$ cat src/rtl/bp_be_cache_req_arbiter_if.sv
// Bundle of the two BE requester lanes and the shared D$-to-LCE miss-request channel.
// The slave modport is the arbiter's view; the master modport is the requester/LCE side.
interface bp_be_cache_req_arbiter_if
  #(parameter int req_width_p      = 128
  , parameter int metadata_width_p = 8
  );

  logic [2*req_width_p-1:0]      req_i;
  logic [1:0]                    req_v_i;
  logic [1:0]                    req_ready_o;
  logic [2*metadata_width_p-1:0] metadata_i;
  logic [1:0]                    metadata_v_i;
  logic [1:0]                    complete_o;

  logic [req_width_p-1:0]        cache_req_o;
  logic                          cache_req_v_o;
  logic                          cache_req_ready_i;
  logic [metadata_width_p-1:0]   cache_req_metadata_o;
  logic                          cache_req_metadata_v_o;
  logic                          cache_req_complete_i;

  logic                          busy_o;
  logic                          owner_o;

  modport master
    (output req_i, req_v_i, metadata_i, metadata_v_i, cache_req_ready_i, cache_req_complete_i
    , input req_ready_o, complete_o, cache_req_o, cache_req_v_o
    , input cache_req_metadata_o, cache_req_metadata_v_o, busy_o, owner_o
    );

  modport slave
    (input req_i, req_v_i, metadata_i, metadata_v_i, cache_req_ready_i, cache_req_complete_i
    , output req_ready_o, complete_o, cache_req_o, cache_req_v_o
    , output cache_req_metadata_o, cache_req_metadata_v_o, busy_o, owner_o
    );

endinterface

$ cat src/rtl/bp_be_cache_req_arbiter.sv
// Round-robin arbiter sharing the single LCE miss-request channel between two BE requesters,
// sequencing request -> metadata -> completion with one transaction outstanding.
module bp_be_cache_req_arbiter
  #(parameter int req_width_p      = 128
  , parameter int metadata_width_p = 8
  )
  (input logic                  clk_i
  , input logic                 reset_i
  , bp_be_cache_req_arbiter_if.slave bus
  );

  typedef enum logic [1:0] {e_idle, e_meta, e_wait} state_e;

  state_e state_r, state_n;
  logic   owner_r, owner_n;
  logic   last_grant_r, last_grant_n;
  logic   lock_v_r, lock_v_n;
  logic   lock_id_r, lock_id_n;
  logic   win;
  logic   meta_v_own;
  logic [metadata_width_p-1:0] meta_own;

  // A request stalled by LCE backpressure keeps the grant while its requester stays valid.
  always_comb begin
    if (lock_v_r && bus.req_v_i[lock_id_r])
      win = lock_id_r;
    else if (&bus.req_v_i)
      win = ~last_grant_r;
    else
      win = bus.req_v_i[1];
  end

  assign meta_v_own = bus.metadata_v_i[owner_r];
  assign meta_own   = owner_r ? bus.metadata_i[metadata_width_p +: metadata_width_p]
                              : bus.metadata_i[0 +: metadata_width_p];

  always_ff @(posedge clk_i) begin
    if (!reset_i) begin
      state_r      <= e_idle;
      owner_r      <= 1'b0;
      last_grant_r <= 1'b1;
      lock_v_r     <= 1'b0;
      lock_id_r    <= 1'b0;
    end else begin
      state_r      <= state_n;
      owner_r      <= owner_n;
      last_grant_r <= last_grant_n;
      lock_v_r     <= lock_v_n;
      lock_id_r    <= lock_id_n;
    end
  end

  always_comb begin
    state_n      = state_r;
    owner_n      = owner_r;
    last_grant_n = last_grant_r;
    lock_v_n     = 1'b0;
    lock_id_n    = lock_id_r;
    case (state_r)
      e_idle: begin
        if (bus.req_v_i[win] && bus.cache_req_ready_i) begin
          owner_n      = win;
          last_grant_n = win;
          state_n      = e_meta;
        end else if (|bus.req_v_i) begin
          lock_v_n  = 1'b1;
          lock_id_n = win;
        end
      end
      e_meta: begin
        if (meta_v_own)
          state_n = bus.cache_req_complete_i ? e_idle : e_wait;
      end
      e_wait: begin
        if (bus.cache_req_complete_i)
          state_n = e_idle;
      end
      default: state_n = e_idle;
    endcase
  end

  // Every handshake output is forced low while reset is held, regardless of state.
  always_comb begin
    bus.cache_req_o            = win ? bus.req_i[req_width_p +: req_width_p]
                                     : bus.req_i[0 +: req_width_p];
    bus.cache_req_v_o          = 1'b0;
    bus.req_ready_o            = '0;
    bus.cache_req_metadata_o   = meta_own;
    bus.cache_req_metadata_v_o = 1'b0;
    bus.complete_o             = '0;
    if (reset_i) begin
      case (state_r)
        e_idle: begin
          bus.cache_req_v_o    = |bus.req_v_i;
          bus.req_ready_o[win] = bus.cache_req_ready_i;
        end
        e_meta: begin
          bus.cache_req_metadata_v_o = meta_v_own;
          bus.complete_o[owner_r]    = meta_v_own & bus.cache_req_complete_i;
        end
        e_wait: bus.complete_o[owner_r] = bus.cache_req_complete_i;
        default: ;
      endcase
    end
  end

  assign bus.busy_o  = reset_i & (state_r != e_idle);
  assign bus.owner_o = reset_i & owner_r;

  a_no_complete_in_idle: assert property (@(posedge clk_i) disable iff (!reset_i)
    (state_r == e_idle) |-> !bus.cache_req_complete_i);
  a_no_complete_before_meta: assert property (@(posedge clk_i) disable iff (!reset_i)
    ((state_r == e_meta) && bus.cache_req_complete_i) |-> meta_v_own);

endmodule

$ cat src/flat_wrapper.sv
// flat-port wrapper written by rule: the top's interface ports become plain ports
module bp_be_cache_req_arbiter_flat 
#(parameter int req_width_p      = 128
  , parameter int metadata_width_p = 8
  )
  (clk_i, reset_i, bus_req_i, bus_req_v_i, bus_metadata_i, bus_metadata_v_i, bus_cache_req_ready_i, bus_cache_req_complete_i, bus_req_ready_o, bus_complete_o, bus_cache_req_o, bus_cache_req_v_o, bus_cache_req_metadata_o, bus_cache_req_metadata_v_o, bus_busy_o, bus_owner_o);
  bp_be_cache_req_arbiter_if #(.req_width_p(req_width_p), .metadata_width_p(metadata_width_p)) bus_i ();
  input logic clk_i;
  input logic reset_i;
  input wire logic [$bits(bus_i.req_i)-1:0] bus_req_i;
  input wire logic [$bits(bus_i.req_v_i)-1:0] bus_req_v_i;
  input wire logic [$bits(bus_i.metadata_i)-1:0] bus_metadata_i;
  input wire logic [$bits(bus_i.metadata_v_i)-1:0] bus_metadata_v_i;
  input wire logic [$bits(bus_i.cache_req_ready_i)-1:0] bus_cache_req_ready_i;
  input wire logic [$bits(bus_i.cache_req_complete_i)-1:0] bus_cache_req_complete_i;
  output wire logic [$bits(bus_i.req_ready_o)-1:0] bus_req_ready_o;
  output wire logic [$bits(bus_i.complete_o)-1:0] bus_complete_o;
  output wire logic [$bits(bus_i.cache_req_o)-1:0] bus_cache_req_o;
  output wire logic [$bits(bus_i.cache_req_v_o)-1:0] bus_cache_req_v_o;
  output wire logic [$bits(bus_i.cache_req_metadata_o)-1:0] bus_cache_req_metadata_o;
  output wire logic [$bits(bus_i.cache_req_metadata_v_o)-1:0] bus_cache_req_metadata_v_o;
  output wire logic [$bits(bus_i.busy_o)-1:0] bus_busy_o;
  output wire logic [$bits(bus_i.owner_o)-1:0] bus_owner_o;
  assign bus_i.req_i = bus_req_i;
  assign bus_i.req_v_i = bus_req_v_i;
  assign bus_i.metadata_i = bus_metadata_i;
  assign bus_i.metadata_v_i = bus_metadata_v_i;
  assign bus_i.cache_req_ready_i = bus_cache_req_ready_i;
  assign bus_i.cache_req_complete_i = bus_cache_req_complete_i;
  assign bus_req_ready_o = bus_i.req_ready_o;
  assign bus_complete_o = bus_i.complete_o;
  assign bus_cache_req_o = bus_i.cache_req_o;
  assign bus_cache_req_v_o = bus_i.cache_req_v_o;
  assign bus_cache_req_metadata_o = bus_i.cache_req_metadata_o;
  assign bus_cache_req_metadata_v_o = bus_i.cache_req_metadata_v_o;
  assign bus_busy_o = bus_i.busy_o;
  assign bus_owner_o = bus_i.owner_o;
  bp_be_cache_req_arbiter #(.req_width_p(req_width_p), .metadata_width_p(metadata_width_p)) u_core (.clk_i(clk_i), .reset_i(reset_i), .bus(bus_i));
endmodule
$ cat config.mk
export PLATFORM = sky130hd
export DESIGN_NAME = bp_be_cache_req_arbiter_flat
export DESIGN_NICKNAME = d
export VERILOG_FILES = /design/src/rtl/bp_be_cache_req_arbiter_if.sv /design/src/rtl/bp_be_cache_req_arbiter.sv /design/src/flat_wrapper.sv
export SDC_FILE = /design/constraint.sdc
export NUM_CORES = 1
export LEC_CHECK = 0
export BUFFER_PORTS_ARGS = -buffer_cell sky130_fd_sc_hd__buf_2
export CORE_AREA = 2 2 164 166
export DETAILED_ROUTE_END_ITERATION = 6
export DIE_AREA = 0 0 166 168
export SLEW_MARGIN = 40
export SYNTH_ARGS = -nofsm -noshare
export SYNTH_HDL_FRONTEND = slang
export SYNTH_SLANG_ARGS = --single-unit
$ cat constraint.sdc
create_clock -name clk_i -period 5 [get_ports clk_i]
set_input_delay 1.25 -clock clk_i [delete_from_list [all_inputs] [get_ports clk_i]]
set_output_delay 1.25 -clock clk_i [all_outputs]
set_load 0.02 [all_outputs]
# ---- Yosys cells after proc, flatten, opt, wreduce, memory -nomap -nowiden
# Cells that the tools add are included.
dict set report totals {
  ff_bits 6
  wordCells 65
  input_bits 280
}
dict set report classes {
  n_bitwise 10
  order_cmp 5
  n_reduce_logical 12
  eq_ne 5
  mux 28
}
# cell n
set op_table {}
lappend op_table {{128-bit two-way mux} 1}
lappend op_table {{1-bit two-way mux} 15}
lappend op_table {{2-bit two-way mux} 7}
lappend op_table {{8-bit two-way mux} 1}
lappend op_table {{2-bit bitwise AND} 3}
lappend op_table {{1-bit by 2-bit less-than comparator with 1-bit output, second input constant} 3}
lappend op_table {{2-bit case mux with 3 select lines} 1}
lappend op_table {{3-bit AND reduction} 2}
lappend op_table {{1-bit logical AND} 4}
lappend op_table {{2-bit by 1-bit != test with 1-bit output, second input constant} 2}
lappend op_table {{1-bit inverter} 4}
lappend op_table {{2-bit case mux with 2 select lines} 1}
lappend op_table {{2-bit AND reduction} 2}
lappend op_table {{1-bit bitwise AND} 3}
lappend op_table {{3-bit OR reduction} 1}
lappend op_table {{1-bit demux with 1-bit select} 2}
lappend op_table {{2-bit by 1-bit == test with 1-bit output, second input constant} 1}
lappend op_table {{2-bit == test, second input constant} 1}
lappend op_table {{1-bit >= comparator, second input constant} 2}
lappend op_table {{2-bit zero test} 1}
lappend op_table {{2-bit != test, second input constant} 1}
lappend op_table {{2-bit nonzero test} 1}
lappend op_table {{2-bit OR reduction} 1}

# ---- Longest topological paths before layout
dict set report logic_depth {
  depth_word 11
  depth_mapped 7
}

# ---- Worst setup path before layout
# OpenSTA, ideal clock, no wires.
dict set report synth_path {
  path_type {input to output}
  from {in bus_req_v_i[0]}
  to {out bus_cache_req_o[100]}
  stages 5
  t_arrival_ns 2.064
  path_buffers 2
  required_time_ns 3.750
  slack_ns 1.686
  cell_sequence {o21ai_2 nand2_2 buf_6 buf_6 mux2_4}
}
dict set report synth_between {
  elab_chain_cells 5
  elab_cells_between_ends 7
  cone_classes {mux: 5; reduce/logical: 2}
}
# element line
set synth_rtl {}
lappend synth_rtl {{start, declared} flat_wrapper.sv:11} ;# input wire logic [$bits(bus_i.req_v_i)-1:0] bus_req_v_i;
lappend synth_rtl {{1-bit two-way mux (not written as such) (2 in series)} bp_be_cache_req_arbiter.sv:25} ;# if (lock_v_r && bus.req_v_i[lock_id_r])
lappend synth_rtl {{1-bit logical AND} bp_be_cache_req_arbiter.sv:25}
lappend synth_rtl {{1-bit two-way mux *} bp_be_cache_req_arbiter.sv:25}
lappend synth_rtl {{128-bit two-way mux *} bp_be_cache_req_arbiter.sv:84} ;# bus.cache_req_o = win ? bus.req_i[req_width_p +: req_width_p]
lappend synth_rtl {{end, declared} flat_wrapper.sv:18} ;# output wire logic [$bits(bus_i.cache_req_o)-1:0] bus_cache_req_o;
# Mark *: on every way between the ends. The rest lies on a longest branch, timed or not. The select of a mux whose other input is x is not followed.

# ---- Worst setup path in the final report
dict set report layout_path {
  from {in bus_req_v_i[0]}
  to {out bus_cache_req_o[109]}
}
# The elaborated chain is that of the path after synthesis.

==> impl_metrics.env <==
export IMPL_status="complete, no violations"
export IMPL_worstPathArrival_ns=2.77
export IMPL_async_flop_share_pct=0
export IMPL_syn_area_per_cell_um2=11.83
export IMPL_grtUsageTotal_pct=8.475
export IMPL_grt_setup_unrepaired="false"
export IMPL_first_global_vias=3102
export IMPL_clkSinkCount=6
export IMPL_syn_inst=202
export IMPL_worstMarginPinSlew_ns=0.4993
export IMPL_grt_max_degree=49
export IMPL_dp_cells=953
export IMPL_met1_usage_pct=10.28
export IMPL_min_path_cells=2
export IMPL_core_area_um2=26350
export IMPL_r2r_cells=4
export IMPL_clock_path_buffers=2
export IMPL_finalCritPeriodShare_pct=80.50
export IMPL_maxSlewViolCount=0
export IMPL_fillers=2964
export IMPL_crit_type="in2out"
export IMPL_dr_pass1_iters=4
export IMPL_cts_tree="yes"
export IMPL_vdd_drop_max_mv=0.1905
export IMPL_yosysTopAreaCell="mux2_4"
export IMPL_synth_seq_cells=6
export IMPL_setup_viol=0
export IMPL_numCtsBuffers=3
export IMPL_synthFlopType="dfxtp_1"
export IMPL_ant_nets=0
export IMPL_synth_most_common_cell="mux2_4"
export IMPL_whs_endpoint="u_core.state_r[1]$_SDFFE_PN0P_"
export IMPL_fin_ws_ns=0.9752
export IMPL_drive_gt1_share_pct=92.52
export IMPL_final_nets=900
export IMPL_fin_cells=956
export IMPL_place_congestion=0.8280
export IMPL_num_io_pins=424
export IMPL_wl_per_cell_um=14.05
export IMPL_ys_top_cells_by_area="mux2_4 (55%), mux2_2 (24%), dfxtp_1 (5.0%)"
export IMPL_clkSlewWorstSetupHoldPaths_ns=0.03
export IMPL_r2r_setup_slack_ns=3.36
export IMPL_grt_pass1_wl_mm=18.26
export IMPL_die_h_um=168
export IMPL_grt_antenna_before_repair=3
export IMPL_via_per_inst=3.446
export IMPL_vias=3294
export IMPL_cp_start_kind="primary input"
export IMPL_place_hpwl_mm=12.40
export IMPL_crit_fanout=48
export IMPL_r2r_end="u_core.state_r[0]$_SDFFE_PN0P_"
export IMPL_clockRootBuffer="clkbuf_16"
export IMPL_cts_resized_gates=0
export IMPL_initial_core_util_pct=9.069
export IMPL_syn_num_nets=485
export IMPL_fmax_mhz=248.5
export IMPL_maxCapViolations=0
export IMPL_cts_hold_buf=0
export IMPL_ys_seq_area_share_pct=5.026
export IMPL_hold_class="reg2reg"
export IMPL_grt_use_met3_pct=1.504
export IMPL_critPathCaptureType="output port"
export IMPL_post_place_ws_ns=0.9707
export IMPL_gr_total_overflow=0
export IMPL_wirelength_mm=13.43
export IMPL_fin_skew_ns=0.004343
export IMPL_grt_busiest_layer="met2"
export IMPL_met2_usage_pct=16.18
export IMPL_rows=60
export IMPL_area_delta_synth_final_pct=107.0
export IMPL_dieArea_um2=27890
export IMPL_initialDrtViolationCount=59
export IMPL_r2r_start="u_core.owner_r$_SDFFE_PN0P_"
export IMPL_post_route_min_period_ns=4.025
export IMPL_p_leak_nw=2.863
export IMPL_critical_path_required_ns=3.75
export IMPL_synth_edf_count=0
export IMPL_numPortBuffers=423
export IMPL_slew_headroom_pct=66.71
export IMPL_p_per_area_nw_per_um2=159.6
export IMPL_finalHoldViolations=0
export IMPL_yosys_warnings=0
export IMPL_htree_levels=1
export IMPL_synthTopCellsByCount="mux2_4 (87), mux2_2 (50), buf_6 (10)"
export IMPL_synthesis_area_um2=2390
export IMPL_drc=0
export IMPL_hold_worst_slack_ns=0.4715
export IMPL_finalSetupTns_ns=0
export IMPL_diodes=0
export IMPL_hp_start="u_core.state_r[1]$_SDFFE_PN0P_"
export IMPL_clk_latency_ns=0.23
export IMPL_post_cts_buffers=0
export IMPL_synth_distinct_cells=25
export IMPL_fp_dieW_um=166
export IMPL_synth_top_area_share_pct=54.66
[cell usage in the layout, fill, tap and decap left out, types with 4 or more instances in the layout]
cell,n
mux2_4,87
inv_1,5
nand2_1,4
o21ai_0,5
nor2b_1,5
mux2_2,50
buf_2,423
dfxtp_1,6
[power breakdown]
group / leakage, nW / switching, mW / internal, mW
combinational: 2.78 / 0.299 / 0.306
sequential: 0.0493 / 0.00378 / 0.0517
clock: 0.0370 / 0.0262 / 0.103
total: 2.86 / 0.329 / 0.460
[worst max-delay path by stage]
| stage | cells after the start | end | slack [ns] | start |
|---|---|---|---|---|
| floorplan | 5 | bus_cache_req_o[100] | 1.69 | bus_req_v_i[0] |
| global placement | 6 | bus_cache_req_o[123] | 1.00 | bus_req_v_i[0] |
| detailed placement | 6 | bus_cache_req_o[109] | 0.97 | bus_req_v_i[0] |
| CTS | 6 | bus_cache_req_o[109] | 0.97 | bus_req_v_i[0] |
| global route | 6 | bus_cache_req_o[123] | 0.89 | bus_req_v_i[0] |
| finish | 6 | bus_cache_req_o[109] | 0.98 | bus_req_v_i[0] |
[critical path, stage by stage]
cell and delay (ns):
buf_2 0.13, o21ai_2 0.11, nand2_8 0.39, buf_12 0.30
mux2_2 0.36, buf_2 0.16
[routing by layer]
metal / up-vias / routed length, um
met5: - / 0
met4: 0 / 44
met3: 6 / 1276
met2: 268 / 6944
met1: 1438 / 5163
li1: 1582 / -
[through the flow]
stage,util (%),cell area (um2),power (mW)
2_1_floorplan,-,2390,0.4371
3_3_place_gp,18.49,4871,0.6586
3_5_place_dp,18.49,4871,0.6648
4_1_cts,18.77,4946,0.7967
5_1_grt,18.77,4946,0.8309
6_report,18.77,4946,0.7895
[registers in the layout, summed over array words and instances (netlist names)]
signal and cells:
u_core.state_r 2, u_core.last_grant_r 1, u_core.lock_id_r 1, u_core.lock_v_r 1, u_core.owner_r 1
[layout make-up]
cell class	instances	area (um2)	area share [%]
Timing Repair Buffer	427	2185	44.17
Multi-Input combinational cell	174	2121	42.88
Tap cell	341	426.7	8.626
Sequential cell	6	120.1	2.429
Clock buffer	3	75.07	1.518
Inverter	5	18.77	0.3795
[logic make-up (layout without fill, tap and decap cells)]
logic type	Yosys count	count (layout)	share of synthesized area, %
flops	6	6	5.026
fa+ha+maj	3	3	1.571
compound gates	15	15	4.294
simple gates	19	19	4.084
buf+inv	22	435	6.806
mux	137	137	78.22
(Power assumes the default switching activity.)
